$ cat config.mk
export PLATFORM = sky130hd
export DESIGN_NAME = instr_fetch
export DESIGN_NICKNAME = d
export VERILOG_FILES = /design/src/rtl/instr_fetch.sv
export SDC_FILE = /design/constraint.sdc
export NUM_CORES = 1
export LEC_CHECK = 0
export ABC_CLOCK_PERIOD_IN_PS = 3800
export CAP_MARGIN = 20
export CORE_ASPECT_RATIO = 0.75
export CORE_MARGIN = 4
export CORE_UTILIZATION = 40
export CTS_CLUSTER_SIZE = 12
export DETAILED_ROUTE_END_ITERATION = 6
export PLACE_DENSITY = 0.65
export SYNTH_ARGS = -nofsm -noshare
export SYNTH_HDL_FRONTEND = slang
export SYNTH_SLANG_ARGS = --single-unit
$ cat constraint.sdc
create_clock -name clk -period 3.8 [get_ports clk]
set_clock_uncertainty 0.15 [all_clocks]
set_input_delay 0.76 -clock clk [delete_from_list [all_inputs] [get_ports clk]]
set_output_delay 0.76 -clock clk [all_outputs]
set_load 0.01 [all_outputs]
$ cat src/rtl/instr_fetch.sv
// Instruction byte source: issues reads to a synchronous program ROM, buffers the returned bytes
// in a small prefetch FIFO, and owns the decoder's 2-bit step counter.
module instr_fetch #(
  parameter int               ADDR_W     = 8,
  parameter int               DEPTH      = 4,
  parameter logic [ADDR_W-1:0] START_ADDR = '0,
  parameter logic [7:0]       HLT_OPCODE = 8'h76
) (
  input  logic              clk,
  input  logic              reset,
  input  logic              run,
  output logic [ADDR_W-1:0] mem_addr,
  output logic              mem_rd,
  input  logic [7:0]        mem_rdata,
  output logic [7:0]        data_out,
  output logic              data_valid,
  input  logic              consume,
  input  logic              counter_clear,
  output logic [1:0]        counter,
  output logic              halted
);

  localparam int PW = $clog2(DEPTH);
  localparam int CW = $clog2(DEPTH + 1);
  localparam logic [CW:0] DEPTH_LIM = DEPTH[CW:0];

  logic [ADDR_W-1:0] pc;
  logic [PW-1:0]     wrPtr;
  logic [PW-1:0]     rdPtr;
  logic [CW-1:0]     count;
  logic              inflight;
  logic [7:0]        fifoMem [DEPTH];
  logic [CW:0]       occupancy;
  logic              doPush;
  logic              doPop;

  // A slot is reserved for every read in flight, so a return can never overflow the FIFO.
  assign occupancy  = {1'b0, count} + {{CW{1'b0}}, inflight};
  assign mem_rd     = !reset && run && !halted && (occupancy < DEPTH_LIM);
  assign mem_addr   = pc;
  assign doPush     = inflight;
  assign doPop      = consume && data_valid;
  assign data_valid = (count != '0);
  assign data_out   = data_valid ? fifoMem[rdPtr] : 8'h00;

  // NOTE: sequential state uses non-blocking assignments so every register samples pre-edge values.
  always_ff @(posedge clk or posedge reset) begin
    if (reset) begin
      pc       <= START_ADDR;
      inflight <= 1'b0;
      wrPtr    <= '0;
      rdPtr    <= '0;
      count    <= '0;
    end else begin
      if (mem_rd) pc <= pc + ADDR_W'(1);
      inflight <= mem_rd;
      if (doPush) wrPtr <= wrPtr + PW'(1);
      if (doPop)  rdPtr <= rdPtr + PW'(1);
      case ({doPush, doPop})
        2'b10:   count <= count + CW'(1);
        2'b01:   count <= count - CW'(1);
        default: count <= count;
      endcase
    end
  end

  // NOTE: the storage array has no reset; count gates every read of it, so stale contents are never seen.
  always_ff @(posedge clk) begin
    if (doPush) fifoMem[wrPtr] <= mem_rdata;
  end

  // Step counter advances only while a byte is available for the decoder.
  always_ff @(posedge clk or posedge reset) begin
    if (reset) begin
      counter <= 2'd0;
      halted  <= 1'b0;
    end else begin
      if (doPop && (data_out == HLT_OPCODE)) halted <= 1'b1;
      if (counter_clear)   counter <= 2'd0;
      else if (data_valid) counter <= counter + 2'd1;
    end
  end

endmodule

==> results_dict.tcl <==
set metrics [dict create \
    arrival_ns 2.44 \
    ys_warn_count 0 \
    relSlewSlack_pct 49.9 \
    status "finished clean" \
    slew_viol_final 0 \
    port_buffers 33 \
    dpl_worst_slack_ns 0.449 \
    powerDensity_nw_per_um2 666 \
    grt_pass1_wl_um 6480 \
    detail_route.vias_per_cell 4.87 \
    clk_pin_slew_worst_paths_ns 0.08 \
    drive_gt1_share_pct 10.6 \
    p_leak_uw 0.00101 \
    yosysTopAreaCell "edfxtp_1" \
    overflow 0 \
    max-vdd-ir-drop_mv 0.213 \
    synthToLayoutAreaGrowth_pct 23.0 \
    worstMarginPinSlew_ns 0.751 \
    postCtsSetupBuffers 0 \
    yosysTopAreaCellShare_pct 43.8 \
    drc_errors 0 \
    rsz0062_at_grt "false" \
    power_uw 1800 \
    hold_path.class "reg -> reg" \
    cts-root-buf "clkbuf_8" \
    clock_sinks 51 \
    fin_crit_ns 3.35 \
    path_class "in -> out" \
    drtAntennaViolNets 0 \
    ys_top_cells_by_count "edfxtp_1, dfrtp_1, and2_1, xnor2_1" \
    cp-start-kind "input port" \
    drt_iter0_markers 86 \
    cts_tree "done" \
    synth_area_per_cell_um2 15.6 \
    max_freq_mhz 298 \
    firstDrtPassIters 4 \
    num_vias 1237 \
    dieArea_um2 6750 \
    wirelength_um 3910 \
    syn_nets 161 \
    die_h_um 72.1 \
    yosys-top-cells-area "edfxtp_1, dfrtp_1, mux4_2" \
    tns_ns 0 \
    clk_latency_ns 0.29 \
    maxCapViolCount 0 \
    cts_resized 0 \
    period_share_pct 88.3 \
    clk_path_buf_depth 2 \
    placedInstanceArea_um2 2610 \
    grt_max_degree 20 \
    core_um2 5320 \
    gp_congestion 0.704 \
    cp-end-kind "output pin" \
    cp_max_fo 2 \
    hold_violations 0 \
    finalNetCount 198 \
    finalInstanceArea_um2 2700 \
    ys.flop_type "edfxtp_1" \
    first_global_vias 1292 \
    synth.distinct_cells 30 \
    grt_antenna_before_repair 0 \
    start_util_pct 41.2 \
    wl_per_cell_um 15.4 \
    antenna_cells 0 \
    synth-edff-count 32 \
    setup_ws_ns 0.446 \
    async_reset_ff_share_pct 37.3 \
    rows 23 \
    cts_buffers 5 \
    ys_seq_area_share_pct 65.5 \
    ys_ff_latch 51 \
    synth.most_common_cell "edfxtp_1" \
    finalSetupViolCount 0 \
    ios 34 \
    required_ns 2.89 \
    track_usage_pct 12.6 \
    cts.htree.levels 2 \
    cts-hold-fix-buffers 0 \
    place_hpwl_um 2970 \
    netlist_instances 141 \
    syn_area_um2 2190 \
    final_util_pct 50.7 \
    die_w_um 93.5 \
]
-- cell families (layout without fill, tap and decap cells) --
kind of cell	count (synthesis)	after routing	synth area share, %
flip-flops	51	51	65.5
adder cells (fa/ha/maj)	7	7	4.33
XOR/XNOR	14	14	5.59
AO/OA/AOI/OAI	7	7	2.85
buffers and inverters	11	49	2.00
AND/OR/NAND/NOR	41	41	11.2
multiplexers	10	10	8.61
-- final cells by class --
class,instances,area [um2]
Timing Repair Buffer,34,338
Clock inverter,1,3.75
Multi-Input combinational cell,79,714
Fill cell,453,2630
Tap cell,75,93.8
Clock buffer,7,86.3
Inverter,7,26.3
Sequential cell,51,1440
-- routing by layer --
metal	GRT usage, %	up-vias	part of all wire (%)	wire, um
li1	-	589	-	-
met1	15.7	630	43	1660
met2	21.8	14	53	2070
met3	3.42	4	3.6	141
met4	3.85	0	0.90	35
met5	0	-	0	0
-- critical path: stages --
cell and delay [ns]:
clkdlybuf4s50_1 0.42, or4b_4 0.53, a31oi_4 0.16, clkdlybuf4s50_1 0.56
-- cell usage in the layout, fill, tap and decap left out, types with 2 or more instances in the layout --
master,netlist,routed
clkdlybuf4s50_1,0,33
edfxtp_1,32,32
dfrtp_1,19,19
and2_1,12,12
xnor2_1,8,8
nand2_1,7,7
inv_1,7,7
mux4_2,7,7
nor2_1,6,6
xor2_1,6,6
ha_1,6,6
clkbuf_8,0,6
nand4_1,5,5
and3_1,3,3
mux2i_1,2,2
and4b_1,2,2
a31oi_1,2,2
-- power by group --
group / internal, uW / switching [uW]
logic: 390 / 266
clock network: 146 / 158
registers: 689 / 149
total: 1230 / 572
-- stage by stage --
stage	cells	hold WS, ns
final	254	0.344
after global routing	254	0.372
after CTS	254	0.350
after detailed placement	246	0.333
after global placement	246	0.314
after floorplan	141	0.306
-- path summary, 6_finish.rpt --
path | startpoint | to | slack, ns | depth (start not counted)
setup / recovery | reset | mem_rd | 0.45 | 4
min in group asynchronous | reset | mem_addr[5] | 0.79 | 2
hold reg to reg | mem_addr[7] | mem_addr[7] | 0.34 | 1
hold / removal | mem_addr[7] | mem_addr[7] | 0.34 | 1
setup reg to reg | count[0] | count[2] | 1.35 | 8
max in group asynchronous | reset | halted | 2.24 | 2
-- state kept, by name, indices dropped and copies added (netlist names) --
| name | flops |
|---|---|
| halted | 1 |
| wrPtr | 2 |
| fifoMem | 32 |
| doPush | 1 |
| counter | 2 |
| mem_addr | 8 |
| count | 3 |
| rdPtr | 2 |
(Power assumes the default switching activity.)
==> RTL change: new RTL, config.mk and constraints unchanged <==
Add an input register stage for `run`, `mem_rdata`, `consume` and `counter_clear`, without a reset; this delays them by one clock.
--- a/src/rtl/instr_fetch.sv
+++ b/src/rtl/instr_fetch.sv
@@ -26,2 +26,14 @@
 
+  logic run_q;
+  logic [7:0] mem_rdata_q;
+  logic consume_q;
+  logic counter_clear_q;
+
+  always_ff @(posedge clk) begin
+    run_q           <= run;
+    mem_rdata_q     <= mem_rdata;
+    consume_q       <= consume;
+    counter_clear_q <= counter_clear;
+  end
+
   logic [ADDR_W-1:0] pc;
@@ -38,6 +50,6 @@
   assign occupancy  = {1'b0, count} + {{CW{1'b0}}, inflight};
-  assign mem_rd     = !reset && run && !halted && (occupancy < DEPTH_LIM);
+  assign mem_rd     = !reset && run_q && !halted && (occupancy < DEPTH_LIM);
   assign mem_addr   = pc;
   assign doPush     = inflight;
-  assign doPop      = consume && data_valid;
+  assign doPop      = consume_q && data_valid;
   assign data_valid = (count != '0);
@@ -68,3 +80,3 @@
   always_ff @(posedge clk) begin
-    if (doPush) fifoMem[wrPtr] <= mem_rdata;
+    if (doPush) fifoMem[wrPtr] <= mem_rdata_q;
   end
@@ -78,3 +90,3 @@
       if (doPop && (data_out == HLT_OPCODE)) halted <= 1'b1;
-      if (counter_clear)   counter <= 2'd0;
+      if (counter_clear_q)   counter <= 2'd0;
       else if (data_valid) counter <= counter + 2'd1;
Formal check against the unedited RTL: not equivalent (Yosys sat finds a counterexample within 4 cycles, from zero or initial values and one cycle with reset high).
==> RTL change against the original RTL <==
- critical path depth is the same
- critical path type unchanged
- total power up 24%
- first-iteration DRC count down 10%
- synthesized area grew 10%
- routed wire length up 14%
- clock power is 82% higher
- worst setup slack lost 0.0020 ns
- cell area is 12% higher
- sequential share of layout area is 1.6 points higher
- sequential cell count grew 11
- cell count rose by 8.7%
==> RTL change: results <==
[clocking]
clk_pin_slew_ns = 0.06
clk_latency_ns = 0.33
ctsHtreeMaxLevel = 3
numCtsBuffers = 9

[outcome]
status = "completed"

[logic_synthesis]
avgSynthCellArea_sq_um = 15.9
yosys-top-cells-area = "edfxtp_1 40%, dfrtp_1 20%, dfxtp_1 9.1%, mux4_2 6.5%, xnor2_1 3.3%"
synthTopCellsByCount = "32 x edfxtp_1, 19 x dfrtp_1, 12 x and2_1"
seq_area_frac_synth = 0.686
ys_async_sr_fraction = 0.306

[global_routing]
grt_usage = 0.133

[worst_setup_path]
rrSetupSlack_ns = 1.38
r2r-start = "count[1]$_DFFE_PP0P_"

[detailed_routing]
via_count = 1371
wl_microns = 4440
drt-vias-per-instance = 4.97
drtIter0Drc = 77

[finish]
final_net_count = 213
drive_gt1_frac = 0.136
fill_cells = 497

[placement]
dp.cells = 260
place_hpwl_microns = 3190
place_congestion = 0.723
pre_cts_slack_ns = 0.446

[timing]
post-route-period-util = 0.883
max_slew_margin = 0.515

[power_and_ir_drop]
p_leak_nw = 1.16
ir_worst_vdd_mv = 0.238
## RTL change: per-layer routing
metal | global-route usage | up-vias | part of all wire
li1 | - | 631 | -
met1 | 0.149 | 682 | 0.41
met2 | 0.213 | 46 | 0.50
met3 | 0.0593 | 12 | 0.064
met4 | 0.0814 | 0 | 0.024
met5 | 0 | - | 0
## RTL change: area by class of cell
type	instances	share of cell area
flip-flops and latches	62	0.548
clock inverters	5	0.0161
inverters	7	0.00870
well taps	78	0.0323
repair buffers	34	0.112
multi-input cells	79	0.236
clock buffers	11	0.0468
## RTL change: critical path: stages
cell	delay (ns)
clkdlybuf4s50_1	0.42
or4b_4	0.53
a31oi_4	0.17
clkdlybuf4s50_1	0.56
## RTL change: worst max-delay path by stage
stage / end / startpoint
2_1_floorplan: mem_rd / reset
3_3_place_gp: mem_rd / reset
3_5_place_dp: mem_rd / reset
4_1_cts: mem_rd / reset
5_1_grt: data_out[2] / rdPtr[0]$_DFFE_PP0P_
6_report: mem_rd / reset
## RTL change: cell families after synthesis
logic type	share of synthesized area
buffers and inverters	0.0181
flip-flops	0.686
XOR/XNOR	0.0544
AND/OR/NAND/NOR	0.0975
adder cells (fa/ha/maj)	0.0394
multiplexers	0.0783
AO/OA/AOI/OAI	0.0259
## RTL change: stage by stage
stage / utilization / instance area, sq um / hold WS (ns) / power [mW]
after detailed placement: 0.486 / 2830 / 0.255 / 1.70
after global routing: 0.519 / 3020 / 0.298 / 2.35
final: 0.519 / 3020 / 0.259 / 2.23
after floorplan: - / 2410 / 0.235 / 1.36
after CTS: 0.519 / 3020 / 0.267 / 2.25
after global placement: 0.486 / 2830 / 0.246 / 1.65
## RTL change: power breakdown
group / switching (mW) / internal, mW / total, mW / leakage (nW)
Clock: 0.237 / 0.315 / 0.552 / 0.101
Sequential: 0.162 / 0.819 / 0.982 / 0.621
Combinational: 0.279 / 0.413 / 0.692 / 0.434
Total: 0.678 / 1.55 / 2.23 / 1.16
